**src/rtl/mips_ctrl_pkg.sv**
```systemverilog
// Shared constants for the multicycle MIPS control path: opcodes, ALU operation
// codes, FSM state encoding and the bundle of datapath control strobes.
package mips_ctrl_pkg;

    localparam logic [5:0] OP_R_TYPE = 6'h00;
    localparam logic [5:0] OP_J      = 6'h02;
    localparam logic [5:0] OP_BEQ    = 6'h04;
    localparam logic [5:0] OP_BNE    = 6'h05;
    localparam logic [5:0] OP_ADDI   = 6'h08;
    localparam logic [5:0] OP_ANDI   = 6'h0C;
    localparam logic [5:0] OP_ORI    = 6'h0D;
    localparam logic [5:0] OP_LUI    = 6'h0F;
    localparam logic [5:0] OP_LW     = 6'h23;
    localparam logic [5:0] OP_SW     = 6'h2B;

    localparam logic [2:0] ALU_ADD   = 3'b000;
    localparam logic [2:0] ALU_SUB   = 3'b001;
    localparam logic [2:0] ALU_LUI   = 3'b011;
    localparam logic [2:0] ALU_ADDI  = 3'b100;
    localparam logic [2:0] ALU_ORI   = 3'b101;
    localparam logic [2:0] ALU_ANDI  = 3'b110;
    localparam logic [2:0] ALU_RTYPE = 3'b111;

    typedef enum logic [3:0] {
        S_FETCH    = 4'd0,
        S_DECODE   = 4'd1,
        S_MEM_ADDR = 4'd2,
        S_MEM_RD   = 4'd3,
        S_MEM_WB   = 4'd4,
        S_MEM_WR   = 4'd5,
        S_R_EXEC   = 4'd6,
        S_R_WB     = 4'd7,
        S_BRANCH   = 4'd8,
        S_JUMP     = 4'd9,
        S_I_EXEC   = 4'd10,
        S_I_WB     = 4'd11,
        S_HALT     = 4'd12
    } state_t;

    typedef struct packed {
        logic       pc_write;
        logic       pc_write_eq;
        logic       pc_write_ne;
        logic       iord;
        logic       mem_read;
        logic       mem_write;
        logic       mem_to_reg;
        logic       ir_write;
        logic [1:0] pc_source;
        logic [2:0] alu_op;
        logic       alu_src_a;
        logic [1:0] alu_src_b;
        logic       reg_write;
        logic       reg_dst;
        logic       instr_done;
    } ctrl_t;

    // Wait counter must hold 0..timeout; a zero timeout still needs one bit.
    function automatic int unsigned cnt_width(input int unsigned timeout);
        return (timeout == 0) ? 1 : $clog2(timeout + 1);
    endfunction

endpackage

```
**src/rtl/multicycle_control_if.sv**
```systemverilog
// Control bundle between the multicycle controller (master) and the datapath /
// memory side (slave).
interface multicycle_control_if;
    logic [5:0] OP;
    logic       mem_ready;
    logic       PCWrite;
    logic       PCWriteCondEQ;
    logic       PCWriteCondNE;
    logic       IorD;
    logic       MemRead;
    logic       MemWrite;
    logic       MemtoReg;
    logic       IRWrite;
    logic [1:0] PCSource;
    logic [2:0] ALUOp;
    logic       ALUSrcA;
    logic [1:0] ALUSrcB;
    logic       RegWrite;
    logic       RegDst;
    logic       instr_done;
    logic       illegal_op;
    logic       bus_error;
    logic [3:0] state_o;

    modport master (
        input  OP, mem_ready,
        output PCWrite, PCWriteCondEQ, PCWriteCondNE, IorD, MemRead, MemWrite,
               MemtoReg, IRWrite, PCSource, ALUOp, ALUSrcA, ALUSrcB, RegWrite,
               RegDst, instr_done, illegal_op, bus_error, state_o
    );

    modport slave (
        output OP, mem_ready,
        input  PCWrite, PCWriteCondEQ, PCWriteCondNE, IorD, MemRead, MemWrite,
               MemtoReg, IRWrite, PCSource, ALUOp, ALUSrcA, ALUSrcB, RegWrite,
               RegDst, instr_done, illegal_op, bus_error, state_o
    );
endinterface

```
**src/rtl/multicycle_control_mem_wait_timer.sv**
```systemverilog
// Counts unready cycles of a pending memory access and flags the cycle on which
// the access must be abandoned.
module mem_wait_timer
    import mips_ctrl_pkg::*;
#(
    parameter int unsigned MEM_TIMEOUT = 15
) (
    input  logic clk,
    input  logic reset,
    input  logic active,
    input  logic ready,
    input  logic clear,
    output logic expired
);
    localparam int unsigned W           = cnt_width(MEM_TIMEOUT);
    localparam bit          HAS_TIMEOUT = (MEM_TIMEOUT != 0);
    localparam logic [W-1:0] CNT_MAX    = '1;
    localparam logic [W-1:0] CNT_LAST   = W'(HAS_TIMEOUT ? MEM_TIMEOUT - 1 : 0);

    logic [W-1:0] wait_cnt_q;
    logic [W-1:0] wait_cnt_d;

    always_comb begin
        wait_cnt_d = wait_cnt_q;
        if (clear) begin
            wait_cnt_d = '0;
        end else if (active && !ready && (wait_cnt_q != CNT_MAX)) begin
            wait_cnt_d = wait_cnt_q + 1'b1;
        end
    end

    always_ff @(posedge clk) begin
        if (reset) begin
            wait_cnt_q <= '0;
        end else begin
            wait_cnt_q <= wait_cnt_d;
        end
    end

    // A ready response in the last tolerated cycle still completes normally.
    assign expired = HAS_TIMEOUT && active && !ready && (wait_cnt_q == CNT_LAST);

endmodule

```
**src/rtl/multicycle_control.sv**
```systemverilog
// Multicycle MIPS control FSM: Moore-decoded datapath strobes, ready-handshaked
// memory states with timeout, sticky illegal-opcode and bus-error halts.
module multicycle_control
    import mips_ctrl_pkg::*;
#(
    parameter int unsigned MEM_TIMEOUT = 15
) (
    input  logic                   clk,
    input  logic                   reset,
    multicycle_control_if.master   bus
);
    state_t state_q, state_d;
    logic   illegal_op_q, illegal_op_d;
    logic   bus_error_q, bus_error_d;
    ctrl_t  ctrl, ctrl_o;
    logic   mem_active;
    logic   expired;

    assign mem_active = (state_q == S_FETCH) || (state_q == S_MEM_RD) || (state_q == S_MEM_WR);

    mem_wait_timer #(.MEM_TIMEOUT(MEM_TIMEOUT)) u_timer (
        .clk     (clk),
        .reset   (reset),
        .active  (mem_active),
        .ready   (bus.mem_ready),
        .clear   (state_d != state_q),
        .expired (expired)
    );

    always_comb begin
        state_d      = state_q;
        illegal_op_d = illegal_op_q;
        bus_error_d  = bus_error_q;
        ctrl         = '0;
        unique case (state_q)
            S_FETCH: begin
                ctrl.mem_read  = 1'b1;
                ctrl.alu_src_b = 2'b01;
                ctrl.alu_op    = ALU_ADD;
                if (bus.mem_ready) begin
                    ctrl.ir_write = 1'b1;
                    ctrl.pc_write = 1'b1;
                    state_d       = S_DECODE;
                end else if (expired) begin
                    state_d     = S_HALT;
                    bus_error_d = 1'b1;
                end
            end
            S_DECODE: begin
                ctrl.alu_src_b = 2'b11;
                ctrl.alu_op    = ALU_ADD;
                case (bus.OP)
                    OP_R_TYPE:                          state_d = S_R_EXEC;
                    OP_LW, OP_SW:                       state_d = S_MEM_ADDR;
                    OP_BEQ, OP_BNE:                     state_d = S_BRANCH;
                    OP_J:                               state_d = S_JUMP;
                    OP_ADDI, OP_ANDI, OP_ORI, OP_LUI:   state_d = S_I_EXEC;
                    default: begin
                        state_d      = S_HALT;
                        illegal_op_d = 1'b1;
                    end
                endcase
            end
            S_MEM_ADDR: begin
                ctrl.alu_src_a = 1'b1;
                ctrl.alu_src_b = 2'b10;
                ctrl.alu_op    = ALU_ADD;
                state_d        = (bus.OP == OP_LW) ? S_MEM_RD : S_MEM_WR;
            end
            S_MEM_RD: begin
                ctrl.mem_read = 1'b1;
                ctrl.iord     = 1'b1;
                if (bus.mem_ready) begin
                    state_d = S_MEM_WB;
                end else if (expired) begin
                    state_d     = S_HALT;
                    bus_error_d = 1'b1;
                end
            end
            S_MEM_WB: begin
                ctrl.reg_write  = 1'b1;
                ctrl.mem_to_reg = 1'b1;
                ctrl.instr_done = 1'b1;
                state_d         = S_FETCH;
            end
            S_MEM_WR: begin
                ctrl.mem_write = 1'b1;
                ctrl.iord      = 1'b1;
                if (bus.mem_ready) begin
                    ctrl.instr_done = 1'b1;
                    state_d         = S_FETCH;
                end else if (expired) begin
                    state_d     = S_HALT;
                    bus_error_d = 1'b1;
                end
            end
            S_R_EXEC: begin
                ctrl.alu_src_a = 1'b1;
                ctrl.alu_op    = ALU_RTYPE;
                state_d        = S_R_WB;
            end
            S_R_WB: begin
                ctrl.reg_dst    = 1'b1;
                ctrl.reg_write  = 1'b1;
                ctrl.instr_done = 1'b1;
                state_d         = S_FETCH;
            end
            S_BRANCH: begin
                ctrl.alu_src_a   = 1'b1;
                ctrl.alu_op      = ALU_SUB;
                ctrl.pc_source   = 2'b01;
                ctrl.pc_write_eq = (bus.OP == OP_BEQ);
                ctrl.pc_write_ne = (bus.OP == OP_BNE);
                ctrl.instr_done  = 1'b1;
                state_d          = S_FETCH;
            end
            S_JUMP: begin
                ctrl.pc_write   = 1'b1;
                ctrl.pc_source  = 2'b10;
                ctrl.instr_done = 1'b1;
                state_d         = S_FETCH;
            end
            S_I_EXEC: begin
                ctrl.alu_src_a = 1'b1;
                ctrl.alu_src_b = 2'b10;
                case (bus.OP)
                    OP_ADDI: ctrl.alu_op = ALU_ADDI;
                    OP_ANDI: ctrl.alu_op = ALU_ANDI;
                    OP_ORI:  ctrl.alu_op = ALU_ORI;
                    default: ctrl.alu_op = ALU_LUI;
                endcase
                state_d = S_I_WB;
            end
            S_I_WB: begin
                ctrl.reg_write  = 1'b1;
                ctrl.instr_done = 1'b1;
                state_d         = S_FETCH;
            end
            S_HALT: state_d = S_HALT;
            default: state_d = S_FETCH;
        endcase
    end

    always_ff @(posedge clk) begin
        if (reset) begin
            state_q      <= S_FETCH;
            illegal_op_q <= 1'b0;
            bus_error_q  <= 1'b0;
        end else begin
            state_q      <= state_d;
            illegal_op_q <= illegal_op_d;
            bus_error_q  <= bus_error_d;
        end
    end

    // Strobes are silenced while reset is held so an interrupted access cannot complete.
    assign ctrl_o = reset ? '0 : ctrl;

    assign bus.PCWrite       = ctrl_o.pc_write;
    assign bus.PCWriteCondEQ = ctrl_o.pc_write_eq;
    assign bus.PCWriteCondNE = ctrl_o.pc_write_ne;
    assign bus.IorD          = ctrl_o.iord;
    assign bus.MemRead       = ctrl_o.mem_read;
    assign bus.MemWrite      = ctrl_o.mem_write;
    assign bus.MemtoReg      = ctrl_o.mem_to_reg;
    assign bus.IRWrite       = ctrl_o.ir_write;
    assign bus.PCSource      = ctrl_o.pc_source;
    assign bus.ALUOp         = ctrl_o.alu_op;
    assign bus.ALUSrcA       = ctrl_o.alu_src_a;
    assign bus.ALUSrcB       = ctrl_o.alu_src_b;
    assign bus.RegWrite      = ctrl_o.reg_write;
    assign bus.RegDst        = ctrl_o.reg_dst;
    assign bus.instr_done    = ctrl_o.instr_done;
    assign bus.illegal_op    = illegal_op_q;
    assign bus.bus_error     = bus_error_q;
    assign bus.state_o       = state_q;

endmodule

```
**src/flat_wrapper.sv**
```systemverilog
// flat-port wrapper written by rule: the top's interface ports become plain ports
module multicycle_control_flat import mips_ctrl_pkg::*;
#(
    parameter int unsigned MEM_TIMEOUT = 15
)
  (clk, reset, bus_OP, bus_mem_ready, bus_PCWrite, bus_PCWriteCondEQ, bus_PCWriteCondNE, bus_IorD, bus_MemRead, bus_MemWrite, bus_MemtoReg, bus_IRWrite, bus_PCSource, bus_ALUOp, bus_ALUSrcA, bus_ALUSrcB, bus_RegWrite, bus_RegDst, bus_instr_done, bus_illegal_op, bus_bus_error, bus_state_o);
  multicycle_control_if bus_i ();
  input  logic clk;
  input  logic reset;
  input wire logic [$bits(bus_i.OP)-1:0] bus_OP;
  input wire logic [$bits(bus_i.mem_ready)-1:0] bus_mem_ready;
  output wire logic [$bits(bus_i.PCWrite)-1:0] bus_PCWrite;
  output wire logic [$bits(bus_i.PCWriteCondEQ)-1:0] bus_PCWriteCondEQ;
  output wire logic [$bits(bus_i.PCWriteCondNE)-1:0] bus_PCWriteCondNE;
  output wire logic [$bits(bus_i.IorD)-1:0] bus_IorD;
  output wire logic [$bits(bus_i.MemRead)-1:0] bus_MemRead;
  output wire logic [$bits(bus_i.MemWrite)-1:0] bus_MemWrite;
  output wire logic [$bits(bus_i.MemtoReg)-1:0] bus_MemtoReg;
  output wire logic [$bits(bus_i.IRWrite)-1:0] bus_IRWrite;
  output wire logic [$bits(bus_i.PCSource)-1:0] bus_PCSource;
  output wire logic [$bits(bus_i.ALUOp)-1:0] bus_ALUOp;
  output wire logic [$bits(bus_i.ALUSrcA)-1:0] bus_ALUSrcA;
  output wire logic [$bits(bus_i.ALUSrcB)-1:0] bus_ALUSrcB;
  output wire logic [$bits(bus_i.RegWrite)-1:0] bus_RegWrite;
  output wire logic [$bits(bus_i.RegDst)-1:0] bus_RegDst;
  output wire logic [$bits(bus_i.instr_done)-1:0] bus_instr_done;
  output wire logic [$bits(bus_i.illegal_op)-1:0] bus_illegal_op;
  output wire logic [$bits(bus_i.bus_error)-1:0] bus_bus_error;
  output wire logic [$bits(bus_i.state_o)-1:0] bus_state_o;
  assign bus_i.OP = bus_OP;
  assign bus_i.mem_ready = bus_mem_ready;
  assign bus_PCWrite = bus_i.PCWrite;
  assign bus_PCWriteCondEQ = bus_i.PCWriteCondEQ;
  assign bus_PCWriteCondNE = bus_i.PCWriteCondNE;
  assign bus_IorD = bus_i.IorD;
  assign bus_MemRead = bus_i.MemRead;
  assign bus_MemWrite = bus_i.MemWrite;
  assign bus_MemtoReg = bus_i.MemtoReg;
  assign bus_IRWrite = bus_i.IRWrite;
  assign bus_PCSource = bus_i.PCSource;
  assign bus_ALUOp = bus_i.ALUOp;
  assign bus_ALUSrcA = bus_i.ALUSrcA;
  assign bus_ALUSrcB = bus_i.ALUSrcB;
  assign bus_RegWrite = bus_i.RegWrite;
  assign bus_RegDst = bus_i.RegDst;
  assign bus_instr_done = bus_i.instr_done;
  assign bus_illegal_op = bus_i.illegal_op;
  assign bus_bus_error = bus_i.bus_error;
  assign bus_state_o = bus_i.state_o;
  multicycle_control #(.MEM_TIMEOUT(MEM_TIMEOUT)) u_core (.clk(clk), .reset(reset), .bus(bus_i));
endmodule
```
**config.mk**
```make
export PLATFORM = sky130hd
export DESIGN_NAME = multicycle_control_flat
export DESIGN_NICKNAME = d
export VERILOG_FILES = /design/src/rtl/mips_ctrl_pkg.sv /design/src/rtl/multicycle_control_if.sv /design/src/rtl/multicycle_control_mem_wait_timer.sv /design/src/rtl/multicycle_control.sv /design/src/flat_wrapper.sv
export SDC_FILE = /design/constraint.sdc
export NUM_CORES = 1
export LEC_CHECK = 0
export ABC_AREA = 0
export BUFFER_PORTS_ARGS = -buffer_cell sky130_fd_sc_hd__buf_4
export CAP_MARGIN = 20
export CORE_UTILIZATION = 35
export DETAILED_ROUTE_END_ITERATION = 8
export GPL_ROUTABILITY_DRIVEN = 0
export GPL_TIMING_DRIVEN = 0
export PLACE_DENSITY = 0.57
export SLEW_MARGIN = 15
export SYNTH_ARGS = -nofsm -noshare
export SYNTH_HDL_FRONTEND = slang
export SYNTH_SLANG_ARGS = --single-unit
```
**constraint.sdc**
```tcl
create_clock -name clk -period 2.4 [get_ports clk]
set_input_delay 0.12 -clock clk [delete_from_list [all_inputs] [get_ports clk]]
set_output_delay 0.12 -clock clk [all_outputs]
set_load 0.01 [all_outputs]
```
# Word-level counts from Yosys, hierarchy flattened

Cells that the tools add are included.

Add/sub/neg operators: 1
Equality and inequality tests: 24
Muxes and demuxes: 24
Bitwise gates (word level): 2
Reduce and logical (&&, ||, !) cells: 22

Operators with widths:

| operator            | number |
|---|---|
| $pmux 4 s8          | 1 |
| $eq 4x4->1 const B  | 6 |
| $eq 6x4->1 const B  | 4 |
| $pmux 4 s5          | 1 |
| $mux 19             | 1 |
| $pmux 3 s3          | 2 |
| $eq 4x3->1 const B  | 4 |
| $mux 4              | 4 |
| $eq 6x3->1 const B  | 2 |
| $eq 6x6->1 const B  | 2 |
| $reduce_or 2->1     | 6 |
| $reduce_or 10->1    | 1 |
| $mux 1              | 9 |
| $eq 4x2->1 const B  | 2 |
| $reduce_or 4->1     | 2 |
| $eq 6x2->1 const B  | 1 |
| $logic_not 6->1     | 1 |
| $pmux 2 s3          | 1 |
| $reduce_or 3->1     | 2 |
| $reduce_or 5->1     | 1 |
| $add 4x1->4 const B | 1 |
| $eq 4x1->1 const B  | 1 |
| $logic_not 4->1     | 1 |
| $ne 4x4->1          | 1 |
| 11 further kinds    | 16 |

Register bits after elaboration: 10
Bits of input ports: 9
Output and inout bits: 25
Word-level logic and storage cells: 77

# Longest topological paths before layout

Gate-level depths: netlist of the first run.

Depth in word-level cells: 10
Mapped depth: 8
Gate-level depth less buffers: 7

# Hierarchy

Synthesis of the first run repeated with hierarchy kept, for this count alone.

Cell total of the unflattened synthesis: 177
Area total of the unflattened synthesis: 1169.9 um^2

By module, submodules not included:

| module             | times used | cells an instance | area each (um^2) |
|---|---|---|---|
| multicycle_control | 1          | 150               | 925.9 |
| mem_wait_timer     | 1          | 27                | 244.0 |

# Least setup slack after synthesis of the first run

OpenSTA, ideal clock, no wires.

Path kind: flip-flop to output port
Start point: register u_core.state_q[2], in the netlist u_core.bus.state_o[2]
End point: output bus_ALUOp[1]
Arrival time: 1.729 ns
Setup slack: 0.551 ns
Stages on the path, launching flop included: 6
Cells stage by stage: dfxtp_1 -> clkbuf_1 -> inv_1 -> nor2_1 -> a21oi_1 -> a2111oi_0

Longest elaborated chain between the ends: 3
Elaborated cells on any way between the ends: 5

Ends and longest elaborated chain:

| what                                            | RTL line                  | source |
|---|---|---|
| from (decl)                                     | multicycle_control.sv:12  | `state_t state_q, state_d;` |
| from (signal assigned)                          | multicycle_control.sv:150 | `state_q <= state_d;` |
| $eq 4x4->1 / $eq 4x3->1 (equally long branches) | multicycle_control.sv:35  | `unique case (state_q)` |
| $pmux 3 s3 *                                    | multicycle_control.sv:35  |  |
| $mux 19 *                                       | multicycle_control.sv:157 | `assign ctrl_o = reset ? '0 : ctrl;` |
| to (decl)                                       | flat_wrapper.sv:21        | `output wire logic [$bits(bus_i.ALUOp)-1:0] bus_ALUOp;` |

Mark *: on every way between the ends. The rest lies on a longest branch, timed or not.

# Final worst setup path of the first run

Start point: register u_core.state_q[2], in the netlist u_core.bus.state_o[2]
End point: output bus_PCWrite

Longest elaborated chain between the ends: 3
Elaborated cells on any way between the ends: 4

Ends and longest elaborated chain:

| what                                                 | RTL line                  | source |
|---|---|---|
| $eq 4x4->1 / $logic_not 4->1 (equally long branches) | multicycle_control.sv:35  |  |
| $pmux 1 s2 *                                         | multicycle_control.sv:35  |  |
| $mux 19 *                                            | multicycle_control.sv:157 |  |
| to (decl)                                            | flat_wrapper.sv:12        | `output wire logic [$bits(bus_i.PCWrite)-1:0] bus_PCWrite;` |

Marked as above.

==> impl_metrics.ini, run 1 <==
[timing]
tns_ns = 0
setup_ws_ns = 0.1994
fin_crit_ns = 2.201
rsz0062_at_grt = false
fmax_mhz = 454.4
setup_viol = 0
slew_headroom_pct = 62.27
worst_hold_slack_ns = 0.3347
worst_slew_pin_slew_ns = 0.5601
finalHoldViolCount = 0
fin_crit_sh_pct = 91.69
clock_skew_ns = 0.01379
final_max_slew_viol_count = 0

[synth]
ys_types = 52
synth_top_area_share_pct = 17.51
postSynthCellCount = 167
synth_area_leaders = dfxtp_1 18%, nor3_1 6.1%, nor2_1 5.6%, clkbuf_1 4.9%, nand3_1 4.4%
syn-cell-area_mm2 = 0.001144
synth_top_family_by_area = simple AND/OR/NAND/NOR gates
muxShareOfSynthArea_pct = 1.751
ys_async_sr_fraction_pct = 0
synth_xor_area_share_pct = 3.829
synth-compound-area-share_pct = 25.82
syn_area_per_cell_um2 = 6.848
ys.flop_type = dfxtp_1
synth_edf_count = 0
yosysSeqAreaShare_pct = 17.51
ys_seq_elements = 10
synth.net_count = 178
synth-simple-area-share_pct = 40.37
yosys.area.top_type = dfxtp_1
yosys_warnings = 0
synthAdderAreaFrac_pct = 2.188

[detailed_routing]
vias = 1400
wirelength_mm = 3.580
dr.pass1.iters = 4
drt_iter0_markers = 97
viasPerCell = 5.785
wl_per_cell_um = 14.79
ant_nets = 0
drcViolationCount = 0

[placement]
dpl_cell_area_mm2 = 0.001409
portBuffers = 28
hpwlAfterDp_mm = 2.739
dp_slack_ns = 0.3578

[run_status]
status = completed

[grt]
grt_pass1_vias = 1277
grt_first_pass_wirelength_mm = 6.009
grt.total_usage_pct = 22.48
grt_overflow = 0
grt_max_degree = 11
antenna_found_initial = 0

[finish]
area_delta_synth_final_pct = 25.49
n_antenna_cell = 0
drive_gt1_share_pct = 20.71
nNetsFinal = 211
final_cell_area_mm2 = 0.001435
nFillCells = 356

[clock_network]
cts.clk_slew.worst_paths_ns = 0.07
cts_setup_buffers = 0
cts_tree = done
clock_sinks = 10
cts_resized = 0
holdBufCountCts = 0
cts_buffers = 3
clock_path_buffers = 2
cts_root_buf = clkbuf_4
clk-insertion-delay-late_ns = 0.27
htreeDepth = 1

[worst_setup_path]
cp_max_fo = 10
worstSetupStartpointType = flop
crit_path_end_kind = primary output
cp.arrival_ns = 2.08
path_class = reg -> out
required_ns = 2.28

[die]
coreArea_mm2 = 0.003078
io_pins = 34
die_h_um = 59.16
die-area_mm2 = 0.003500
rows = 20
initial_core_util_pct = 37.15
die_w_um = 59.16

[power]
p_per_area_mw_per_mm2 = 352.0
ir_worst_vdd_uv = 308.8
cellLeakagePower_nw = 0.5694

[run]
maxCapViolations = 0

[min_path]
hold_class = in -> reg
-- placed cells by master, fill, tap and decap left out, types with 4 or more instances in the layout --
| cell type | Yosys | routed |
|---|---|---|
| a21oi_1 | 7 | 7 |
| nand3_1 | 10 | 10 |
| nand2b_1 | 7 | 7 |
| nand2_1 | 8 | 8 |
| clkbuf_1 | 15 | 12 |
| inv_1 | 7 | 7 |
| o21ai_0 | 7 | 7 |
| nor2_1 | 17 | 17 |
| nor3b_1 | 4 | 4 |
| and3_1 | 6 | 6 |
| buf_4 | 0 | 28 |
| nor3_1 | 14 | 14 |
| dfxtp_1 | 10 | 10 |
-- power by group --
| group | leakage, nW | switching [mW] | internal (mW) |
|---|---|---|---|
| clock | 0.0138 | 0.0581 | 0.0578 |
| combinational | 0.474 | 0.123 | 0.0842 |
| sequential | 0.0812 | 0.00835 | 0.173 |
-- synth_stat cells, types with 4 or more instances --
library cell  instances
nor3_1               14
clkbuf_1             15
o21ai_0               7
a21oi_1               7
nand3_1              10
inv_1                 7
dfxtp_1              10
nand2_1               8
and3_1                6
nor3b_1               4
nor2_1               17
nand2b_1              7
-- state kept, by name (all words and copies together) (netlist names) --
register and count:
u_core.bus.illegal_op 1, u_core.bus.state_o 4, u_core.u_timer.wait_cnt_q 4, u_core.bus.bus_error 1
-- area by class of cell --
cell class / instances / area (um^2) / share of cell area [%]
buffer: 17 / 75.07 / 5.231
clock buffer: 3 / 22.52 / 1.569
inverter: 7 / 26.28 / 1.831
multi-input combinational: 133 / 845.8 / 58.94
sequential: 10 / 200.2 / 13.95
tap: 44 / 55.05 / 3.836
timing repair buffer: 28 / 210.2 / 14.65
-- metal layers --
| layer | part of all wire [%] | up-vias | global-route usage, % |
|---|---|---|---|
| met3 | 7.0 | 4 | 4.585 |
| li1 | - | 688 | - |
| met5 | 0 | - | 0 |
| met1 | 47 | 651 | 32.67 |
| met4 | 0.87 | 0 | 6.122 |
| met2 | 45 | 57 | 33.44 |
-- worst max-delay path, cell delays in order, from the launching register on --
cell and delay (ns):
dfxtp_1 0.40, clkbuf_2 0.25, clkbuf_1 0.39, nor3_1 0.11, and3_1 0.21, or2_2 0.29, buf_4 0.14
-- metrics by stage --
stage / utilization [%] / cells / power [mW]
global route: 46.63 / 242 / 0.5417
finish: 46.63 / 242 / 0.5052
CTS: 46.50 / 242 / 0.5077
global placement: 45.77 / 239 / 0.3854
floorplan: - / 167 / 0.3211
detailed placement: 45.77 / 239 / 0.3903
-- cells by family after synthesis --
kind of cell / count (synthesis)
buffers and inverters: 24
XOR/XNOR: 5
AND/OR/NAND/NOR: 84
adder cells (fa/ha/maj): 2
flip-flops: 10
multiplexers: 2
AO/OA/AOI/OAI: 40
-- final timing paths --
| check | from | endpoint | slack [ns] | cells past startpoint |
|---|---|---|---|---|
| worst min-delay path | bus_OP[4] | u_core.bus.illegal_op$_SDFFE_PP0P_ | 0.33 | 4 |
| worst max-delay path | u_core.bus.state_o[2]$_SDFF_PP0_ | bus_PCWrite | 0.20 | 6 |
| worst min register to register | u_core.bus.bus_error$_SDFFE_PP0P_ | u_core.bus.bus_error$_SDFFE_PP0P_ | 0.46 | 2 |
| worst max register to register | u_core.bus.state_o[1]$_SDFF_PP0_ | u_core.u_timer.wait_cnt_q[2]$_SDFFE_PP0P_ | 0.39 | 6 |
No activity file was read; power rests on OpenSTA's default activity.
==> run 2, diff against run 1 <==
SYNTH_HIERARCHICAL = 1   (was default)
==> impl_metrics.ini, run 2 <==
[synth]
synth_area_leaders = dfxtp_1 17%, nor2_1 7.4%, a21oi_1 7.3%, nor3_1 6.4%, nand2b_1 4.8%
synth_common_cells = 23 x nor2_1, 17 x a21oi_1, 15 x nor3_1
ys.flop_type = dfxtp_1
synth_top_area_share_pct = 17.11
ys_types = 45
ys_seq_elements = 10
syn_area_per_cell_um2 = 6.609
synth_edf_count = 0
ys_async_sr_fraction_pct = 0
synth.net_count = 188
postSynthCellCount = 177
yosysSeqAreaShare_pct = 17.11
syn-cell-area_mm2 = 0.001170
synth.most_common_cell = nor2_1
yosys.area.top_type = dfxtp_1
yosys_warnings = 6

[timing]
fmax_mhz = 433.8
fin_crit_ns = 2.305
slew_headroom_pct = 66.60
final_max_slew_viol_count = 0
clock_skew_ns = 0.01047
fin_crit_sh_pct = 96.04
finalHoldViolCount = 0
rsz0062_at_grt = true
setup_viol = 0
worst_slew_pin_slew_ns = 0.5010

[power]
cellLeakagePower_nw = 0.6735
swShare_pct = 36.82
intPower_uw = 392.5
seq_power_share_pct = 29.4
comb_power_share_pct = 44.6
p_switching_uw = 228.7
p_per_area_mw_per_mm2 = 360.1
power.share.clock_pct = 26.0
design_power_total_uw = 621.3
ir_worst_vdd_uv = 381.6

[clock_network]
cts.clk_slew.worst_paths_ns = 0.08
clock_path_buffers = 2
clk-insertion-delay-late_ns = 0.28
htreeDepth = 1
holdBufCountCts = 0
cts_buffers = 3
cts_tree = done
cts_root_buf = clkbuf_4
clock_sinks = 10

[placement]
hpwlAfterDp_mm = 2.780
dpl_cell_area_mm2 = 0.001465
portBuffers = 29

[grt]
grt_max_degree = 13
grt_overflow = 0
antenna_found_initial = 0
grt.total_usage_pct = 22.98
grt_first_pass_wirelength_mm = 6.141
grt_pass1_vias = 1264

[die]
rows = 20
die_h_um = 59.82
coreArea_mm2 = 0.003103
die_w_um = 59.82
initial_core_util_pct = 37.70
die-area_mm2 = 0.003578
io_pins = 34

[finish]
final_common_cell = buf_4
final_cell_area_mm2 = 0.001725
drive_gt1_share_pct = 35.29
nNetsFinal = 233
final_cell_mix = 42 x buf_4, 22 x nor2_1, 15 x a21oi_1, 14 x nor3_1, 11 x nand2_1
nFillCells = 333
n_antenna_cell = 0
area_delta_synth_final_pct = 47.49

[run]
maxCapViolations = 0

[worst_setup_path]
cp.arrival_ns = 2.45
required_ns = 2.54
cp_cell_sequence = buf_6 -> nand2b_4 -> nand3_4 -> a21oi_4 -> nand2b_4 -> nor3_4 -> nor2b_4 -> a21oi_2 -> nor4_2 -> o31ai_1 -> o211ai_1 -> nor4_1
critical-path-slowest-cell = dfxtp_2
cp_max_fo = 6
crit_path_end_kind = flop
worstSetupStartpointType = flop
max_stage_delay_ns = 0.35
path_class = reg -> reg
crit_top_cell = nand2b_4

[min_path]
hold_class = in -> reg

[detailed_routing]
drcViolationCount = 0
vias = 1514
dr.pass1.iters = 6
wl_per_cell_um = 15.23
wirelength_mm = 4.037
ant_nets = 0
drt_iter0_markers = 87
viasPerCell = 5.713

[run_status]
status = completed
[run 2: changes by cell type in the layout (fill, tap and decap cells not counted), sizes merged, moves of 4 or more]
cell	before	now
nor2	17	23
clkbuf	18	13
a21oi	7	17
buf	30	48
nor4	2	8
and3	6	2
[run 2: area by class of cell]
cell class / count / area, um^2 / share of cell area [%]
Clock buffer: 4 / 36.28 / 2.103
Timing Repair Buffer: 42 / 315.3 / 18.27
Sequential cell: 10 / 207.7 / 12.04
Inverter: 5 / 21.27 / 1.233
Tap cell: 44 / 55.05 / 3.191
Buffer: 15 / 131.4 / 7.614
Multi-Input combinational cell: 145 / 958.4 / 55.55
[run 2: logic make-up (layout without fill, tap and decap cells)]
logic type,count (synthesis),in the layout,share of synthesized area (%)
DFF,10,10,17.11
and+or+nand+nor,93,93,42.89
AOI/OAI and AO/OA,47,47,27.59
xor gates and xnor gates,3,3,2.246
buffers and inverters,22,66,8.021
adders and majority gates,2,2,2.139
[run 2: worst paths after layout]
kind                                      startpoint                                   endpoint  slack [ns]  cells past startpoint
setup / recovery    u_core/bus.state_o[2]$_SDFF_PP0_  u_core/u_timer/wait_cnt_q[3]$_SDFFE_PP0P_         0.1                     12
hold / removal                                 reset  u_core/u_timer/wait_cnt_q[1]$_SDFFE_PP0P_        0.09                      2
hold reg to reg   u_core/bus.illegal_op$_SDFFE_PP0P_         u_core/bus.illegal_op$_SDFFE_PP0P_        0.49                      2
setup reg to reg    u_core/bus.state_o[2]$_SDFF_PP0_  u_core/u_timer/wait_cnt_q[3]$_SDFFE_PP0P_         0.1                     12
[run 2: repair_timing]
| action | 4_1_cts | 5_1_grt |
|---|---|---|
| resized for setup | 21 | 13 |
| buffers inserted | 7 | 6 |
| setup endpoints to repair | 5 | 5 |
| pin swaps | 6 | 9 |
[run 2: power groups by stage]
stage                     clock, mW  sequential [mW]  combinational [mW]
final                         0.161            0.183               0.277
after global routing          0.172            0.183               0.299
after CTS                     0.166            0.182               0.248
after detailed placement          0            0.182               0.221
after global placement            0            0.182               0.218
after floorplan                   0            0.184               0.150
[run 2: critical path, delay by kind of cell (launching register included)]
| kind | cells | cell delay, ns |
|---|---|---|
| AO/OA/AOI/OAI | 4 | 0.60 |
| buffers and inverters | 1 | 0.14 |
| flip-flops | 1 | 0.35 |
| AND/OR/NAND/NOR | 7 | 1.08 |
[run 2: metrics by stage]
step	std cells	utilization, %	setup TNS, ns	setup slack (ns)	hold slack, ns
after CTS	260	52.46	0	0.01596	0.07056
after floorplan	177	-	0	0.005421	0.1889
after global routing	265	55.60	-0.1582	-0.07176	0.09228
after global placement	250	47.22	-1.655	-0.4390	0.3671
final	265	55.60	0	0.09501	0.08796
after detailed placement	250	47.22	-1.611	-0.4236	0.3724
[run 2: metal layers]
layer  global-route usage [%]  part of all wire, %  vias up
met5                        0                    0        -
li1                         -                    -      738
met1                    34.24                   47      721
met3                    4.113                  6.4        2
met4                    4.651                 0.25        0
met2                    34.13                   47       53
==> run 3, diff against run 2 <==
CORE_UTILIZATION = 52   (was 35)
PLACE_DENSITY = 0.78   (was 0.57)
==> impl_metrics.ini, run 3 (same netlist as run 2, synthesis figures left out) <==
[clock_network]
cts_tree = done
cts.clk_slew.worst_paths_ns = 0.08
cts_root_buf = clkbuf_4
clock_path_buffers = 2
holdBufCountCts = 0
clock_sinks = 10
htreeDepth = 1
cts_buffers = 3
clk-insertion-delay-late_ns = 0.27

[die]
io_pins = 34
rows = 16
die_h_um = 49.43
die_w_um = 49.43
coreArea_mm2 = 0.002042
die-area_mm2 = 0.002443
initial_core_util_pct = 57.29

[run]
maxCapViolations = 0

[timing]
slew_headroom_pct = 62.75
worst_hold_slack_ns = 0.08487
rsz0062_at_grt = true
finalHoldViolCount = 0
final_max_slew_viol_count = 0
tns_ns = -0.6988
setup_ws_ns = -0.2285
worst_slew_pin_slew_ns = 0.5587
clock_skew_ns = 0.005957
setup_viol = 4
fin_crit_ns = 2.629
fmax_mhz = 380.4
fin_crit_sh_pct = 109.5

[grt]
grt_max_degree = 13
antenna_found_initial = 0
grt.total_usage_pct = 30.27
grt_pass1_vias = 1338
grt_overflow = 0
grt_first_pass_wirelength_mm = 5.830

[run_status]
status = complete, but fails checks
violations = setup timing

[finish]
nFillCells = 120
n_antenna_cell = 0
drive_gt1_share_pct = 36.68
nNetsFinal = 242
area_delta_synth_final_pct = 48.77
regArea_um2 = 205.2
final_cell_mix = 50 x buf_4, 23 x nor2_1, 16 x a21oi_1, 14 x nor3_1, 11 x nand2_1
multi_input_area_um2 = 950.9
utilization_pct = 85.23
final_common_cell = buf_4

[placement]
portBuffers = 29
hpwlAfterDp_mm = 2.492

[min_path]
hold_class = in -> reg

[detailed_routing]
vias = 1694
drt-met1-wl_mm = 1.784
wl_met2_mm = 2.132
viasPerCell = 6.617
routed.top_layer = met4
dr.pass1.iters = 5
ant_nets = 0
drcViolationCount = 0
wirelength_mm = 4.593
dr_wl_met3_um = 468
wl_per_cell_um = 17.94
drt_iter0_markers = 132

[power]
ir_worst_vdd_uv = 255.9
p_per_area_mw_per_mm2 = 345.3
design_power_total_uw = 601.0
cellLeakagePower_nw = 0.7050

[worst_setup_path]
cp.arrival_ns = 2.75
required_ns = 2.52
max_stage_delay_ns = 0.36
cp_cell_sequence = buf_8 -> nand2b_4 -> nand3_4 -> a21oi_4 -> nand2b_4 -> nor3_4 -> nor2b_4 -> a211oi_2 -> nor4_1 -> o31ai_1 -> o211ai_1 -> nor4_1
critical-path-slowest-cell = dfxtp_2
worstSetupStartpointType = flop
path_class = reg -> reg
crit_path_end_kind = flop
cp_max_fo = 8
-- run 3: worst paths after layout --
path | slack (ns) | to | startpoint | cells after the start
setup reg to reg | -0.23 | u_core/u_timer/wait_cnt_q[3]$_SDFFE_PP0P_ | u_core/bus.state_o[0]$_SDFF_PP0_ | 12
setup / recovery | -0.23 | u_core/u_timer/wait_cnt_q[3]$_SDFFE_PP0P_ | u_core/bus.state_o[0]$_SDFF_PP0_ | 12
hold / removal | 0.08 | u_core/u_timer/wait_cnt_q[1]$_SDFFE_PP0P_ | reset | 2
hold reg to reg | 0.50 | u_core/bus.illegal_op$_SDFFE_PP0P_ | u_core/bus.illegal_op$_SDFFE_PP0P_ | 2
-- run 3: critical path, delay by kind of cell, from the launching register on --
kind                   cells  cell delay, ns
flip-flops                 1            0.36
AND/OR/NAND/NOR            7            1.28
buffers and inverters      1            0.13
AO/OA/AOI/OAI              4            0.69
-- run 3: timing repair --
action                                  4_1_cts  5_1_grt
setup buffers                                 3       18
cloned                                        0        0
endpoints found under the setup margin        4        5
pin swaps                                     6        5
resized for setup                            12       21
-- run 3: cell type report --
cell class,instances,share of cell area [%]
clock buffer,3,1.294
timing repair buffer,50,21.57
buffer,16,7.333
sequential,10,11.79
inverter,5,1.438
tap,27,1.941
multi-input combinational,145,54.64
-- run 3: through the flow --
stage / worst slack [ns] / instances / area (um^2)
5_1_grt: -0.2934 / 256 / 1740
3_3_place_gp: -0.2815 / 233 / 1444
4_1_cts: 0.004296 / 238 / 1529
2_1_floorplan: 0.005421 / 177 / 1192
3_5_place_dp: -0.3271 / 233 / 1444
6_report: -0.2285 / 256 / 1740
-- run 3: where the power goes --
part / internal (mW) / leakage, nW / total [mW] / switching [mW]
Clock: 0.0581 / 0.0138 / 0.125 / 0.0671
Combinational: 0.132 / 0.608 / 0.292 / 0.161
Sequential: 0.174 / 0.0830 / 0.183 / 0.00948
Total: 0.364 / 0.705 / 0.601 / 0.237
-- run 3: metal layers --
layer | vias up | track usage (%)
met1 | 776 | 39.07
met4 | 0 | 9.524
met5 | - | 0
li1 | 757 | -
met3 | 27 | 4.673
met2 | 134 | 51.14
